### src/rtl/dkong_dma_mc.sv
// Multi-channel sprite/block DMA: fixed-priority channel pick, HRQ/HLDA bus handshake,
// four-phase byte copy (present source, latch data, write, advance destination).
module dkong_dma_mc #(
  parameter int CH   = 2,
  parameter int AW   = 10,
  parameter int DW   = 8,
  parameter int LENW = 10,
  localparam int CHW = (CH > 1) ? $clog2(CH) : 1
) (
  input  logic              I_CLK,
  input  logic              I_RSTn,
  input  logic              I_CLK_EN,
  input  logic [CH-1:0]     I_DMA_TRIG,
  input  logic [CH*AW-1:0]  I_DMA_SRC,
  input  logic [CH*AW-1:0]  I_DMA_DST,
  input  logic [CH*LENW-1:0] I_DMA_LEN,
  input  logic [DW-1:0]     I_DMA_DS,
  input  logic              I_HLDA,
  output logic              O_HRQ,
  output logic [AW-1:0]     O_DMA_AS,
  output logic [AW-1:0]     O_DMA_AD,
  output logic [DW-1:0]     O_DMA_DD,
  output logic              O_DMA_CES,
  output logic              O_DMA_CED,
  output logic              O_DMA_WE,
  output logic [CHW-1:0]    O_DMA_CH,
  output logic              O_DMA_BUSY,
  output logic [CH-1:0]     O_DMA_DONE
);

  typedef enum logic [1:0] {IDLE, REQ, XFER, RELEASE} state_t;

  state_t          state, next_state;
  logic [CH-1:0]   prev_trig, pend, rise, clr;
  logic [AW-1:0]   as_q, ad_q;
  logic [DW-1:0]   dd_q;
  logic [LENW-1:0] rem;
  logic [CHW-1:0]  ch_q, sel;
  logic            sel_valid;
  logic [1:0]      phase;
  logic            bus_q;
  logic [CH-1:0]   done_q;
  logic            load, advance, last, we;

  assign rise = I_DMA_TRIG & ~prev_trig;

  // Descending scan so the lowest pending index is the last one written.
  always_comb begin
    sel       = '0;
    sel_valid = 1'b0;
    for (int unsigned n = CH; n > 0; n--) begin
      if (pend[n-1]) begin
        sel       = CHW'(n - 1);
        sel_valid = 1'b1;
      end
    end
  end

  always_ff @(posedge I_CLK or negedge I_RSTn) begin
    if (!I_RSTn)       state <= IDLE;
    else if (I_CLK_EN) state <= next_state;
  end

  // RELEASE shares IDLE's pick, so a queued channel reloads after a one-cycle bus gap.
  always_comb begin
    next_state = state;
    case (state)
      IDLE:    if (load) next_state = REQ;
      REQ:     if (I_HLDA) next_state = XFER;
      XFER:    if (last) next_state = RELEASE;
      RELEASE: next_state = load ? REQ : IDLE;
      default: next_state = IDLE;
    endcase
  end

  always_comb begin
    load    = 1'b0;
    advance = 1'b0;
    last    = 1'b0;
    we      = 1'b0;
    clr     = '0;
    case (state)
      IDLE, RELEASE: load = sel_valid;
      XFER: begin
        advance = I_HLDA;
        we      = (phase == 2'd2);
        last    = I_HLDA && (phase == 2'd3) && (rem == '0);
      end
      default: ;
    endcase
    if (load) clr = CH'(1) << sel;
  end

  always_ff @(posedge I_CLK or negedge I_RSTn) begin
    if (!I_RSTn) begin
      prev_trig <= '0;
      pend      <= '0;
      as_q      <= '0;
      ad_q      <= '0;
      dd_q      <= '0;
      rem       <= '0;
      ch_q      <= '0;
      phase     <= '0;
      bus_q     <= 1'b0;
      done_q    <= '0;
    end else if (I_CLK_EN) begin
      prev_trig <= I_DMA_TRIG;
      pend      <= (pend & ~clr) | rise;
      done_q    <= '0;
      if (load) begin
        as_q  <= I_DMA_SRC[int'(sel)*AW +: AW];
        ad_q  <= I_DMA_DST[int'(sel)*AW +: AW];
        rem   <= I_DMA_LEN[int'(sel)*LENW +: LENW];
        ch_q  <= sel;
        phase <= '0;
        bus_q <= 1'b1;
      end else if (advance) begin
        phase <= phase + 2'd1;
        case (phase)
          2'd1: dd_q <= I_DMA_DS;
          2'd2: as_q <= as_q + AW'(1);
          2'd3: begin
            ad_q <= ad_q + AW'(1);
            if (rem == '0) begin
              done_q[ch_q] <= 1'b1;
              bus_q        <= 1'b0;
            end else begin
              rem <= rem - LENW'(1);
            end
          end
          default: ;
        endcase
      end
    end
  end

  assign O_HRQ      = bus_q;
  assign O_DMA_CES  = bus_q;
  assign O_DMA_CED  = bus_q;
  assign O_DMA_BUSY = bus_q;
  assign O_DMA_AS   = as_q;
  assign O_DMA_AD   = ad_q;
  assign O_DMA_DD   = dd_q;
  assign O_DMA_WE   = we;
  assign O_DMA_CH   = ch_q;
  assign O_DMA_DONE = done_q;

endmodule

### config.mk
export PLATFORM = sky130hd
export DESIGN_NAME = dkong_dma_mc
export DESIGN_NICKNAME = d
export VERILOG_FILES = /design/src/rtl/dkong_dma_mc.sv
export SDC_FILE = /design/constraint.sdc
export NUM_CORES = 1
export LEC_CHECK = 0
export CORE_MARGIN = 5
export CORE_UTILIZATION = 45
export CTS_BUF_LIST = sky130_fd_sc_hd__clkbuf_8
export CTS_CLUSTER_DIAMETER = 50
export DETAILED_ROUTE_END_ITERATION = 10
export PLACE_DENSITY = 0.8
export SLEW_MARGIN = 40
export SYNTH_ARGS = -nofsm -noshare
export SYNTH_HDL_FRONTEND = slang
export SYNTH_SLANG_ARGS = --single-unit
### constraint.sdc
create_clock -name I_CLK -period 6.25 [get_ports I_CLK]
set_input_delay 1.25 -clock I_CLK [delete_from_list [all_inputs] [get_ports I_CLK]]
set_output_delay 1.25 -clock I_CLK [all_outputs]
set_load 0.01 [all_outputs]
**Yosys cells after proc, flatten, opt, wreduce, memory -nomap -nowiden**

Cells that the tools add are included.

- Bits in registers: 50
- Input port bits: 74
- Output and inout port bits: 36
- Word-level logic and storage cells: 91

- Add/sub/neg operators: 4
- Multipliers: 1
- Order comparisons: 2
- Eq/ne operators: 10
- Shift operators: 4
- Muxes and demuxes: 35
- Bitwise operators: 6
- Reductions and logical operators: 18

Operators by type and width:

| kind | number |
|---|---|
| 2-to-1 mux 10 bit | 10 |
| variable part select 20 x 32 -> 10 bit | 2 |
| adder 10 x 1 -> 10 bit (second input constant) | 2 |
| 2-to-1 mux 2 bit | 10 |
| variable part select 20 x 6 -> 10 bit | 1 |
| AND reduction 4 bit | 4 |
| 2-to-1 mux 1 bit | 13 |
| zero test 10 bit | 1 |
| subtractor 10 x 1 -> 10 bit (second input constant) | 1 |
| == test 2 bit (second input constant) | 4 |
| inequality test 2 bit (second input constant) | 4 |
| case mux 2 bit (4 select lines) | 1 |
| nonzero test 2 bit | 4 |
| AND reduction 3 bit | 2 |
| AND 2 bit | 2 |
| == test 2 x 1 -> 1 bit (second input constant) | 2 |
| multiplier 1 x 3 -> 4 bit (second input constant) | 1 |
| inverter 2 bit | 2 |
| AND reduction 2 bit | 2 |
| logical AND 1 bit | 3 |
| adder 2 x 1 -> 2 bit (second input constant) | 1 |
| zero test 2 bit | 1 |
| less-than comparator 1 x 2 -> 1 bit (second input constant) | 1 |
| bitwise OR 2 bit | 1 |
| 5 further kinds | 5 |

**Depth between registers and ports, before layout**

Gate-level depths: netlist (run 1).

- Word-level depth: 8
- Gate-level depth with buffers: 9
- Gate-level depth less buffers: 6

**Least setup slack after synthesis (run 1)**

OpenSTA, ideal clock, no wires.

- Path kind: in2reg
- From: input port I_CLK_EN
- To: register state[0]
- Library setup time: 120 ps
- Arrival: 2,375 ps
- Data required time: 6,130 ps
- Slack: 3,755 ps
- Cell stages on the path: 4
- Buffers on the path: 0
- Cell sequence: nand3_1 -> or4_4 -> a2111o_1 -> and3_1

- Word-level cells in the longest chain between the ends: 1

Ends and longest elaborated chain:

| element | RTL line | source |
|---|---|---|
| start, declared | 12 | `input logic I_CLK_EN,` |
| AND reduction 4 bit (no source line) | n/a |  |
| end signal, assigned | 61 | `else if (I_CLK_EN) state <= next_state;` |
| end, declared | 33 | `state_t state, next_state;` |

Every way passes these cells.
A chain may end at the register's enable or synchronous reset.

**Worst setup path after layout (run 1)**

- From: register state[0]
- To: output port O_DMA_WE

- Word-level cells in the longest chain between the ends: 2

Ends and longest elaborated chain:

| element | RTL line | source |
|---|---|---|
| == test 2 bit | 82 | `case (state)` |
| 2-to-1 mux 1 bit | 82 |  |
| end, declared | 25 | `output logic O_DMA_WE,` |

Every way passes these cells.

==> results of run 1 <==
[worst reg2reg max path, cell delays in order, from the launching register on]
cell and delay (ns):
sky130_fd_sc_hd__dfrtp_1 0.42, sky130_fd_sc_hd__inv_1 0.12, sky130_fd_sc_hd__ha_1 0.57, sky130_fd_sc_hd__o21ba_2 0.45, sky130_fd_sc_hd__nor3_2 0.59, sky130_fd_sc_hd__mux2_2 0.41
[cell usage after synthesis, drive strengths merged, types with 4 or more instances]
| master | instances | area share (%) |
|---|---|---|
| and3 | 5 | 1.0 |
| clkbuf | 16 | 1.9 |
| buf | 7 | 1.3 |
| nor2b | 5 | 1.0 |
| o21ai | 27 | 4.3 |
| mux2 | 11 | 4.0 |
| o22ai | 15 | 3.0 |
| or4 | 4 | 1.1 |
| a31oi | 7 | 1.4 |
| nor3 | 16 | 2.7 |
| inv | 25 | 3.0 |
| nand3 | 11 | 1.8 |
| a21oi | 16 | 2.6 |
| a221oi | 7 | 2.0 |
| dfrtp | 50 | 40 |
| a22o | 4 | 1.1 |
| a22oi | 10 | 2.4 |
| a222oi | 11 | 3.5 |
| ha | 11 | 4.4 |
| nor2 | 22 | 2.6 |
| nand2 | 19 | 2.3 |
[power breakdown]
group / internal, mW / switching (mW) / leakage, nW / total (mW)
Clock: 0.132 / 0.113 / 0.0618 / 0.245
Sequential: 0.469 / 0.182 / 0.612 / 0.651
Combinational: 0.595 / 0.706 / 1.07 / 1.30
Total: 1.20 / 1.00 / 1.75 / 2.20
[state kept, by name, indices dropped and copies added, names as in the netlist]
| register | count |
|---|---|
| O_DMA_DONE | 2 |
| O_DMA_AS | 10 |
| prev_trig | 2 |
| O_DMA_BUSY | 1 |
| O_DMA_DD | 8 |
| O_DMA_CH | 1 |
| phase | 2 |
| state | 2 |
| pend | 2 |
| O_DMA_AD | 10 |
| rem | 10 |
[final cells by class]
type | instances | area [um^2] | share of cell area (%)
Timing Repair Buffer | 113 | 1120 | 25.6
Multi-Input combinational cell | 247 | 1680 | 38.5
Clock buffer | 6 | 82.6 | 1.89
Sequential cell | 50 | 1250 | 28.7
Tap cell | 80 | 100 | 2.29
Clock inverter | 2 | 38.8 | 0.888
Inverter | 26 | 97.6 | 2.23
[worst max path at each step]
stage / end / slack (ns) / cells after the start
floorplan: state[0] / 3.76 / 4
CTS: O_DMA_WE / 3.10 / 4
global placement: state[0] / 2.89 / 5
global route: O_DMA_WE / 3.04 / 4
detailed placement: state[0] / 2.87 / 5
finish: O_DMA_WE / 3.12 / 4
[per-layer routing]
metal | part of all wire, % | global-route usage [%]
met3 | 8.0 | 4.18
met5 | 0 | 0
met1 | 41 | 28.9
met4 | 2.6 | 10.0
met2 | 49 | 36.5
[cell families (layout without fill, tap and decap cells)]
group           Yosys count  count (layout)  synth area share, %
buf+inv                  49             147                 6.33
flops                    50              50                 40.1
simple gates            101             101                 16.9
mux                      13              13                 4.61
compound gates          122             122                 27.7
fa+ha+maj                11              11                 4.41
==> results, run 1 <==
- For this run, the post-layout net count is 528.
- The end of the worst register-to-register path is O_DMA_DD[7].
- The clock buffer count from CTS is 5.
- Compared with the post-synthesis result, the final layout area differs by 39.9%.
- In this run the register-to-register setup slack is 3.59 ns.
- The max-cap violation count is 0.
- The number of endpoints failing setup at the final stage is 0.
- The flow ran to the end, and the final reports show no timing, DRC or antenna violations.
- 0 antenna diodes ended up in the layout.
- STA puts the critical path data required time at 5.00 ns.
- Across the VDD grid, the largest voltage drop is 0.300 mV.
- The largest individual stage delay along the critical path comes from the cell sky130_fd_sc_hd__clkdlybuf4s50_1.
- Yosys printed 0 warnings.
- Headroom to the max-slew limit came out at 48.0%.
- The first detailed-routing pass ran for 8 iterations.
- The overall track demand over capacity in global routing is 22.4%.
- The number of buffers added to fix hold violations after cts is 0.
- The launching element of the worst setup path is state[0].
- Gates resized during post-CTS repair numbered 0.
- Summing every instance area after synthesis gives 3120 um^2.
- The buffering stage count on the worst path with inverters included is 2.
- The cell family with the largest share of critical-path delay is buffers and inverters.
- Leaving out fill and tap cells, the most frequent cells in the layout are 108 x sky130_fd_sc_hd__clkdlybuf4s50_1, 50 x sky130_fd_sc_hd__dfrtp_1, 27 x sky130_fd_sc_hd__o21ai_0.
- The transition time at the pin with the least slew margin is 0.776 ns.
- Synthesis inferred 50 register bits.
- The startpoint identified for the worst hold timing path is prev_trig[1].
- The category of the critical setup timing path is flop to primary output.
- The via count of the first global-routing pass was 3291.
- The later pin in the worst-skew pair is clocked with a latency of 0.31 ns.
- The worst-case hold path end point is pend[1].
- For this run the aggregate overflow at the end of global routing stands at 0.
- The routability-driven placement congestion ratio is 0.869.
- The net count after synthesis is 431.
- The die area is 8700 um^2.
- The synthesized netlist contains 56 unique library cells.
- For this run, asynchronously set or reset flops after synthesis account for 100%.
- Adding up every negative setup slack in the final design gives 0 ns.
- The startpoint class of the critical path is a flop.
- The number of cells on the worst hold path is 1.
- The tree built by TritonCTS fans out to 50 sinks.
- The routed wire length is 9.53 mm.
- Measured along the x axis, the die boundary spans 93.3 um.
- STA classifies the critical path endpoint as a primary output.
- The fraction of layout cells with a size suffix above 1 is 7.88%.
- The post-place setup slack is 2.87 ns.
- The overall via count from detail_route is 3241.
- The first-pass GRT wire length is 15.6 mm.
- The post-detailed-route count of antenna-violating nets is 0.
- Dividing total power by cell area gives a power density of 503 nW/um^2.
- The top-level I/O count is 110.
- The number of fill cells is 564.
- The number of pins exceeding their max-slew limit in the final report was 0.
- TritonCTS built the clock tree.
- The tree is rooted in a sky130_fd_sc_hd__clkbuf_8.
- The H-tree generated during clock tree synthesis spans 2 levels.
- Data arrives at the worst endpoint at 1.88 ns.
- The largest fanout of any net on the critical path is 6.
- After floorplanning, the core was sized to cover 6760 um^2.
- The count of non-filler cells in the finished layout is 524.
- Input and output buffers added on the ports amount to 109.
- In the finished design, the share of the clock period the worst path needs comes to 50.1%.
- The worst setup skew after layout is 0.0104 ns.
- The final count of hold timing violations was 0.
- In the final routed layout, each cell accounts on average for 18.2 um.
- The wire-length estimate of the detail-placed layout is 7.04 mm.
- In the routed layout, each cell is associated on average with a via count of 6.19.
- After detailed placement, the design holds a cell count of 516.
- The library cell used most frequently in the layout, excluding fill and tap cells, is sky130_fd_sc_hd__clkdlybuf4s50_1.
- After detailed routing, the number of remaining DRC violations is 0.
- The sequential element share of the synthesized area is 40.1%.
- The depth of the worst register-to-register path is 5.
- The final core utilization is 64.6%.
- In this run, synthesis inferred 0 flip-flops with an integrated enable.
- The instance area at placement is 4250 um^2.
- The die is 93.3 um tall.
- The CTS clock-pin slew for the worst setup and hold paths is 0.09 ns.
- No sink is reached through more buffers than the 2 on the longest clock path.
- The largest single stage delay on the critical path is 0.54 ns.
- The initial utilization of the core area, before any placement, comes to 46.2%.
- The launch point of the worst reg-to-reg path is state[0].
- The overall power is 2.20 mW.
- Synthesis produced a netlist whose cell count is 346.
- On the final layout, the worst hold slack is 0.460 ns.
- In this run the core area contains 30 standard-cell rows.
- The highest achievable clock rate is 319 MHz.
- The finished cells cover 4370 um^2.
- Summed over all cells, the static leakage comes to 1.75 nW.
- The maximum number of pins on one net before global-route repair is 51.
- The post-layout worst setup margin is 3.12 ns.
- The critical path goes through inv_1 > ha_1 > and2_1 > clkdlybuf4s50_1.
- Post-CTS timing repair inserted 0 buffers for setup.
- The leading register cell type out of synthesis is sky130_fd_sc_hd__dfrtp_1.
- The number of antenna violations at the first check in global routing is 0.
- The worst path in the final design needs a cycle of 3.13 ns, including I/O delays and setup.
- The initial detailed-routing violation count is 249.
- In this run the worst hold path is classified as flop to flop.
- Setup repair after global routing left no endpoint under its margin.
- The mean instance size in the synthesized netlist is 9.02 um^2.
Power figures use the tool's default switching activity.
==> inputs of run 2 (changes only) <==
==> constraint.sdc (replaced) <==
create_clock -name I_CLK -period 3.1 [get_ports I_CLK]
set_input_delay 0.62 -clock I_CLK [delete_from_list [all_inputs] [get_ports I_CLK]]
set_output_delay 0.62 -clock I_CLK [all_outputs]
set_load 0.01 [all_outputs]
==> results, run 2 (synthesis results as in run 1) <==
- The max-cap violation count is 0 (unchanged).
- The post-layout minimum cycle time is 2.60 ns.
- The number of endpoints failing setup at the final stage is 0 (unchanged).
- The initial standard-cell utilization of the core is 46.2% (unchanged).
- The final count of hold timing violations was 0 (unchanged).
- The worst-case hold slack is 0.411 ns (-0.0486 ns).
- Leaving out fill and tap cells, the most frequent cells in the layout are 108 x sky130_fd_sc_hd__clkdlybuf4s50_1, 50 x sky130_fd_sc_hd__dfrtp_1, 27 x sky130_fd_sc_hd__o21ai_0.
- The startpoint class of the critical path is a flop.
- The transition time at the pin with the least slew margin is 0.738 ns (-0.0386 ns).
- The area of the core region is 6760 um^2 (unchanged).
- The leakage power of the design is 1.76 nW (+1.0%).
- The top-level I/O count came to 110 (unchanged).
- The number of fill cells is 593 (+5.1%).
- The number of H-tree levels is 2 (unchanged).
- The vertical die dimension is 93.3 um (unchanged).
- The routed wire length was 9.35 mm (-1.9%).
- The post-layout net count is 532 (+0.76%).
- The path class of the tightest hold or removal check is input pin to asynchronous set/reset pin.
- The overall power is 4.41 mW (+100%).
- The per-cell routed wire length was 17.7 um (-2.7%).
- The required time reported for the critical path endpoint is 3.30 ns (-1.70 ns).
- The number of detailed-route iterations in the first pass was 7 (-1).
- The overall via count from detail_route was 3159 (-2.5%).
- The diode insertion count for antenna repair came to 0 (unchanged).
- The die span in x is 93.3 um (unchanged).
- The total clock sinks is 50 (unchanged).
- The total of cells resized after clock tree synthesis is 0 (unchanged).
- For this run, the top clock speed supported by timing is 385 MHz.
- The global-route congestion overflow total is 0 (unchanged).
- The type of destination of the critical path is a flop.
- The detail-routed via count per cell is 5.98 (-3.3%).
- The deepest clock path buffer count is 2 (unchanged).
- The library cell used most frequently in the layout, excluding fill and tap cells, is sky130_fd_sc_hd__clkdlybuf4s50_1.
- The CTS tree is yes.
- The stage delay of the slowest cell on the critical path came to 0.59 ns (+0.05 ns).
- The largest fanout of any net on the critical path is 31 (+25).
- The data arrival at the endpoint of the critical path is 2.80 ns (+0.92 ns).
- The die area was 8700 um^2 (unchanged).
- The routability-driven placement congestion ratio is 0.852 (-2.0%).
- The CTS clock-pin slew for the worst setup and hold paths came to 0.09 ns (about the same).
- The worst setup path is of the flop to flop kind.
- The clock root buffer is sky130_fd_sc_hd__clkbuf_8.
- The via count of the first global-routing pass came to 3052 (-7.3%).
- The first-pass GRT wire length is 15.2 mm (-3.1%).
- The initial detailed-routing violation count is 295 (+18%).
- The clock buffer count from CTS came to 5 (unchanged).
- The fraction of layout cells with a size suffix above 1 was 8.93% (+1.0 points).
- The post-place setup slack is 0.482 ns (-2.39 ns).
- The cell area power density is 1000 nW/um^2 (+99%).
- The number of pins exceeding their max-slew limit in the final report is 0 (unchanged).
- The critical path goes through inv_1 > ha_1 > o21ba_2 > nor3_2 > mux2_2.
- The post-route fraction of the period consumed by the critical path is 83.8%.
- Setup repair after global routing left no endpoint under its margin.
- The final setup TNS is 0 ns (unchanged).
- The number of setup buffers added after CTS is 0 (unchanged).
- The maximum number of pins on one net before global-route repair is 51 (unchanged).
- The number of buffers added to fix hold violations after cts is 0 (unchanged).
- The slowest stage of the critical path is the sky130_fd_sc_hd__nor3_2 cell.
- The post-detailed-placement half-perimeter wirelength came to 6.94 mm (-1.4%).
- The tightest slew margin relative to the limit is 50.8% (+2.8 points).
- The number of input and output port buffers inserted is 109 (unchanged).
- The post-layout worst setup margin is 0.501 ns (-2.62 ns).
- The clock latency on the worst-skew pair is 0.30 ns (about the same).
- The placement row count is 30 (unchanged).
- The final core utilization came to 65.0% (+0.37 points).
- The run finished with clean final reports.
- The post-detailed-route count of antenna-violating nets came to 0 (unchanged).
- The overall track demand over capacity in global routing came to 21.8% (-0.62 points).
- The number of antenna violations at the first check in global routing was 0 (unchanged).
- Relative to the synthesized area, the layout overhead comes to 40.7%.
- The maximum ir drop on the vdd rail is 0.586 mV (+95%).
- The post-route DRC violation count is 0 (unchanged).
- The worst setup skew after layout is 0.00316 ns (-0.00725 ns).
run 2: cell count changes in the layout (fill, tap and decap cells not counted):
| cell | change |
|---|---|
| sky130_fd_sc_hd__o21bai_2 | +1 |
| sky130_fd_sc_hd__buf_4 | +4 |
| sky130_fd_sc_hd__clkinv_2 | +1 |
| sky130_fd_sc_hd__o21bai_1 | -1 |
| sky130_fd_sc_hd__clkbuf_8 | -1 |
run 2: per-stage QoR:
stage          cell area [um^2]  cells
2_1_floorplan              3120    346
3_3_place_gp               4280    520
3_5_place_dp               4280    520
4_1_cts                    4390    528
5_1_grt                    4390    528
6_report                   4390    528
run 2: layout make-up:
type                    instances  area [um^2]  share of cell area, %
clock buffers                   5         68.8                   1.57
clock inverters                 3         43.8                  0.997
inverters                      26         97.6                   2.22
multi-input cells             247         1680                   38.3
flip-flops and latches         50         1250                   28.5
well taps                      80          100                   2.28
repair buffers                117         1150                   26.1
run 2: power breakdown:
part	leakage, nW	switching, mW	internal (mW)
combinational	1.09	1.45	1.23
clock	0.0585	0.228	0.242
sequential	0.612	0.311	0.946
run 2: critical path, delay by kind of cell (launching register included):
| family | cells | cell delay, ns |
|---|---|---|
| and+or+nand+nor | 1 | 0.59 |
| adders and majority gates | 1 | 0.54 |
| AOI/OAI and AO/OA | 1 | 0.44 |
| muxes | 1 | 0.41 |
| DFF | 1 | 0.40 |
| buffers and inverters | 1 | 0.11 |
run 2: path summary, 6_finish.rpt:
path | startpoint | slack, ns | cells past startpoint | end
max in group asynchronous | I_RSTn | 2.26 | 2 | O_DMA_DONE[0]
worst min-delay path | I_RSTn | 0.41 | 2 | O_DMA_AD[4]
min in group I_CLK | prev_trig[1] | 0.48 | 1 | pend[1]
worst max-delay path | state[0] | 0.50 | 5 | O_DMA_DD[5]
worst min register to register | prev_trig[1] | 0.48 | 1 | pend[1]
worst max register to register | state[0] | 0.50 | 5 | O_DMA_DD[5]
run 2: metal layers:
| layer | routed length, um | vias up | global-route usage, % |
|---|---|---|---|
| li1 | - | 1516 | - |
| met1 | 3860 | 1483 | 29.5 |
| met2 | 4670 | 153 | 36.3 |
| met3 | 728 | 7 | 3.30 |
| met4 | 89 | 0 | 5.86 |
| met5 | 0 | - | 0 |
==> inputs of run 3 (changes only) <==
--- a/config.mk
+++ b/config.mk
@@ -6,11 +6,11 @@
 export NUM_CORES = 1
 export LEC_CHECK = 0
 export CORE_MARGIN = 5
-export CORE_UTILIZATION = 45
+export CORE_UTILIZATION = 42
 export CTS_BUF_LIST = sky130_fd_sc_hd__clkbuf_8
 export CTS_CLUSTER_DIAMETER = 50
 export DETAILED_ROUTE_END_ITERATION = 10
-export PLACE_DENSITY = 0.8
+export PLACE_DENSITY = 0.78
 export SLEW_MARGIN = 40
 export SYNTH_ARGS = -nofsm -noshare
 export SYNTH_HDL_FRONTEND = slang
==> constraint.sdc (replaced) <==
create_clock -name I_CLK -period 2.2 [get_ports I_CLK]
set_input_delay 0.44 -clock I_CLK [delete_from_list [all_inputs] [get_ports I_CLK]]
set_output_delay 0.44 -clock I_CLK [all_outputs]
set_load 0.01 [all_outputs]
==> results, run 3 (synthesis results as in run 1) <==
- The number of input and output port buffers inserted came to 109 (unchanged).
- The initial standard-cell utilization of the core came to 43.0% (-3.2 points).
- The clock buffer count from CTS came to 5 (unchanged).
- The CTS tree is yes.
- The worst setup skew after layout came to 0.00618 ns (+0.00302 ns).
- The data arrival at the endpoint of the critical path was 2.34 ns (-0.46 ns).
- The area of the core region came to 7250 um^2 (+7.4%).
- The overall power is 6.90 mW (+56%).
- The overall track demand over capacity in global routing is 22.1% (+0.35 points).
- In the layout the commonest cells are 107 x sky130_fd_sc_hd__clkdlybuf4s50_1, 50 x sky130_fd_sc_hd__dfrtp_1, 41 x sky130_fd_sc_hd__buf_4.
- The placement row count was 31 (+3.3%).
- The die area was 9260 um^2 (+6.4%).
- The critical path endpoint is rem[0].
- The maximum number of pins on one net before global-route repair is 35 (-31%).
- The total clock sinks came to 50 (unchanged).
- The max-cap violation count came to 0 (unchanged).
- The fraction of layout cells with a size suffix above 1 is 16.6% (+7.6 points).
- The initial detailed-routing violation count is 210 (-29%).
- The number of fill cells is 594 (+0.17%).
- The clock latency on the worst-skew pair came to 0.30 ns (about the same).
- The post-layout instance area was 4730 um^2 (+7.6%).
- The power share of the sequential group is 25.1% (-3.4 points).
- The share of total power in the clock network was 9.7% (-1.0 points).
- The instance area at placement is 4570 um^2 (+6.8%).
- The launch point of the worst reg-to-reg path is rem[1].
- The run finished with clean final reports.
- The met2 wire length is 4.90 mm (+4.8%).
- The final setup TNS is 0 ns (unchanged).
- The instance count after placement with tap cells included is 571 (+9.8%).
- The cell area power density is 1460 nW/um^2 (+45%).
- Setup repair after global routing could not meet its margin everywhere.
- The count of non-filler cells in the finished layout came to 582 (+10%).
- The routability-driven placement congestion ratio is 0.936 (+9.9%).
- STA classifies the critical path endpoint as a flop.
- The register-to-register path setup slack was 0.05 ns (-0.45 ns).
- The tightest slew margin relative to the limit is 58.5% (+7.7 points).
- The signal on the critical path passes through inv_2 > ha_1 > or4b_4 > buf_6 > o31ai_4 > and2_4 > mux2_2.
- The transition time at the pin with the least slew margin came to 0.620 ns (-0.118 ns).
- The global-route congestion overflow total is 0 (unchanged).
- The area growth from synthesis to layout is 51.4%.
- The post-layout net count is 567 (+6.6%).
- STA classifies the critical path startpoint as a flop.
- The internal power was 3.90 mW (+61%).
- The worst register-to-register path ends at rem[0].
- The maximum ir drop on the vdd rail is 0.636 mV (+8.4%).
- The post-layout worst setup margin is 0.0536 ns (-0.447 ns).
- The deepest clock path buffer count is 2 (unchanged).
- The worst-case hold slack is 0.0669 ns (-0.345 ns).
- The detail-routed via count per cell is 5.70 (-4.7%).
- The vertical die dimension is 96.2 um (+3.1%).
- The top-level I/O count is 110 (unchanged).
- The routed wire length is 10.1 mm (+7.9%).
- The via count of the first global-routing pass is 3404 (+12%).
- In this run the top signal layer used is met4.
- The post-layout minimum cycle time was 2.15 ns (-0.453 ns).
- The required time reported for the critical path endpoint is 2.40 ns (-0.90 ns).
- The overall via count from detail_route is 3318 (+5.0%).
- The leakage power of the design was 1.94 nW (+10%).
- The depth of the worst register-to-register path came to 7 (+2).
- The largest fanout of any net on the critical path is 3 (-90%).
- The post-route DRC violation count was 0 (unchanged).
- The final core utilization came to 65.2% (+0.15 points).
- The number of antenna violations at the first check in global routing is 0 (unchanged).
- The post-place setup slack came to -0.0338 ns (-0.516 ns).
- Leaving out fill and tap cells, the most frequent cell in the layout is sky130_fd_sc_hd__clkdlybuf4s50_1.
- The final count of hold timing violations was 0 (unchanged).
- The per-cell routed wire length is 17.3 um (-2.1%).
- The die span in x is 96.2 um (+3.1%).
- The category of the critical setup timing path is flop to flop.
- The number of H-tree levels came to 2 (unchanged).
- The slowest stage cell on the critical path is sky130_fd_sc_hd__or4b_4.
- The launching element of the worst setup path is rem[1].
- The post-detailed-route count of antenna-violating nets is 0 (unchanged).
- The part of the total power dissipated in combinational logic is 65.2% (+4.4 points).
- The diode insertion count for antenna repair is 0 (unchanged).
- The number of pins exceeding their max-slew limit in the final report is 0 (unchanged).
- The number of detailed-route iterations in the first pass is 5 (-2).
- The class of the tightest hold or removal check is input pin to asynchronous set/reset pin.
- The first-pass GRT wire length is 16.2 mm (+6.6%).
- The post-route fraction of the period consumed by the critical path is 97.6% (+14 points).
- The highest achievable clock rate is 466 MHz (+21%).
- The met1 routed wirelength after detailed routing is 4.31 mm (+12%).
- The met3 routed wirelength is 736 um (+1.1%).
- The power spent charging and discharging nets is 2.99 mW (+51%).
- The stage delay of the slowest cell on the critical path is 0.47 ns (-0.12 ns).
- The number of endpoints failing setup at the final stage is 0 (unchanged).
- The CTS clock-pin slew for the worst setup and hold paths was 0.10 ns (about the same).
- The clock root buffer is sky130_fd_sc_hd__clkbuf_8.
- The share of total power consumed by net switching is 43.4% (-1.7 points).
- The post-detailed-placement half-perimeter wirelength is 7.54 mm (+8.7%).
## run 3: worst max-delay path: cells and delay by family, from the launching register on
| kind | cells | cell delay, ns |
|---|---|---|
| fa+ha+maj | 1 | 0.13 |
| buf+inv | 2 | 0.20 |
| compound gates | 1 | 0.28 |
| mux | 1 | 0.33 |
| flops | 1 | 0.41 |
| simple gates | 2 | 0.69 |
## run 3: per-layer routing
layer  vias to the layer above  global-route usage, %
met5                         -                      0
met4                         0                   6.75
met3                        18                   5.47
met2                       128                   35.9
met1                      1585                   29.0
li1                       1587                      -
## run 3: how the worst min path moves through the flow
| stage | to | from |
|---|---|---|
| after floorplan | O_DMA_AD[0] | I_RSTn |
| after global placement | pend[1] | prev_trig[1] |
| after detailed placement | pend[1] | prev_trig[1] |
| after CTS | O_DMA_DD[1] | I_RSTn |
| after global routing | O_DMA_DD[6] | I_RSTn |
| final | O_DMA_DD[1] | I_RSTn |
## run 3: final cells by class
cell class	count	area, um^2	share of cell area [%]
clock buffers	5	68.8	1.46
clock inverters	3	45.0	0.953
inverters	26	97.6	2.07
multi-input cells	247	1700	36.0
flip-flops and latches	50	1250	26.5
well taps	99	124	2.62
repair buffers	152	1440	30.4
## run 3: power groups by stage
stage          clock [mW]  combinational (mW)  sequential, mW
2_1_floorplan           0                2.33            1.80
3_3_place_gp            0                4.24            1.72
3_5_place_dp            0                4.34            1.73
4_1_cts             0.683                4.39            1.71
5_1_grt             0.713                4.92            1.79
6_report            0.671                4.50            1.73
## run 3: timing repair
| item | CTS | global route |
|---|---|---|
| setup buffers | 1 | 2 |
| gates cloned | 0 | 0 |
| pin swaps | 0 | 4 |
| hold buffers | 0 | 0 |
| endpoints found under the setup margin | 1 | 20 |
| resized for setup | 2 | 6 |
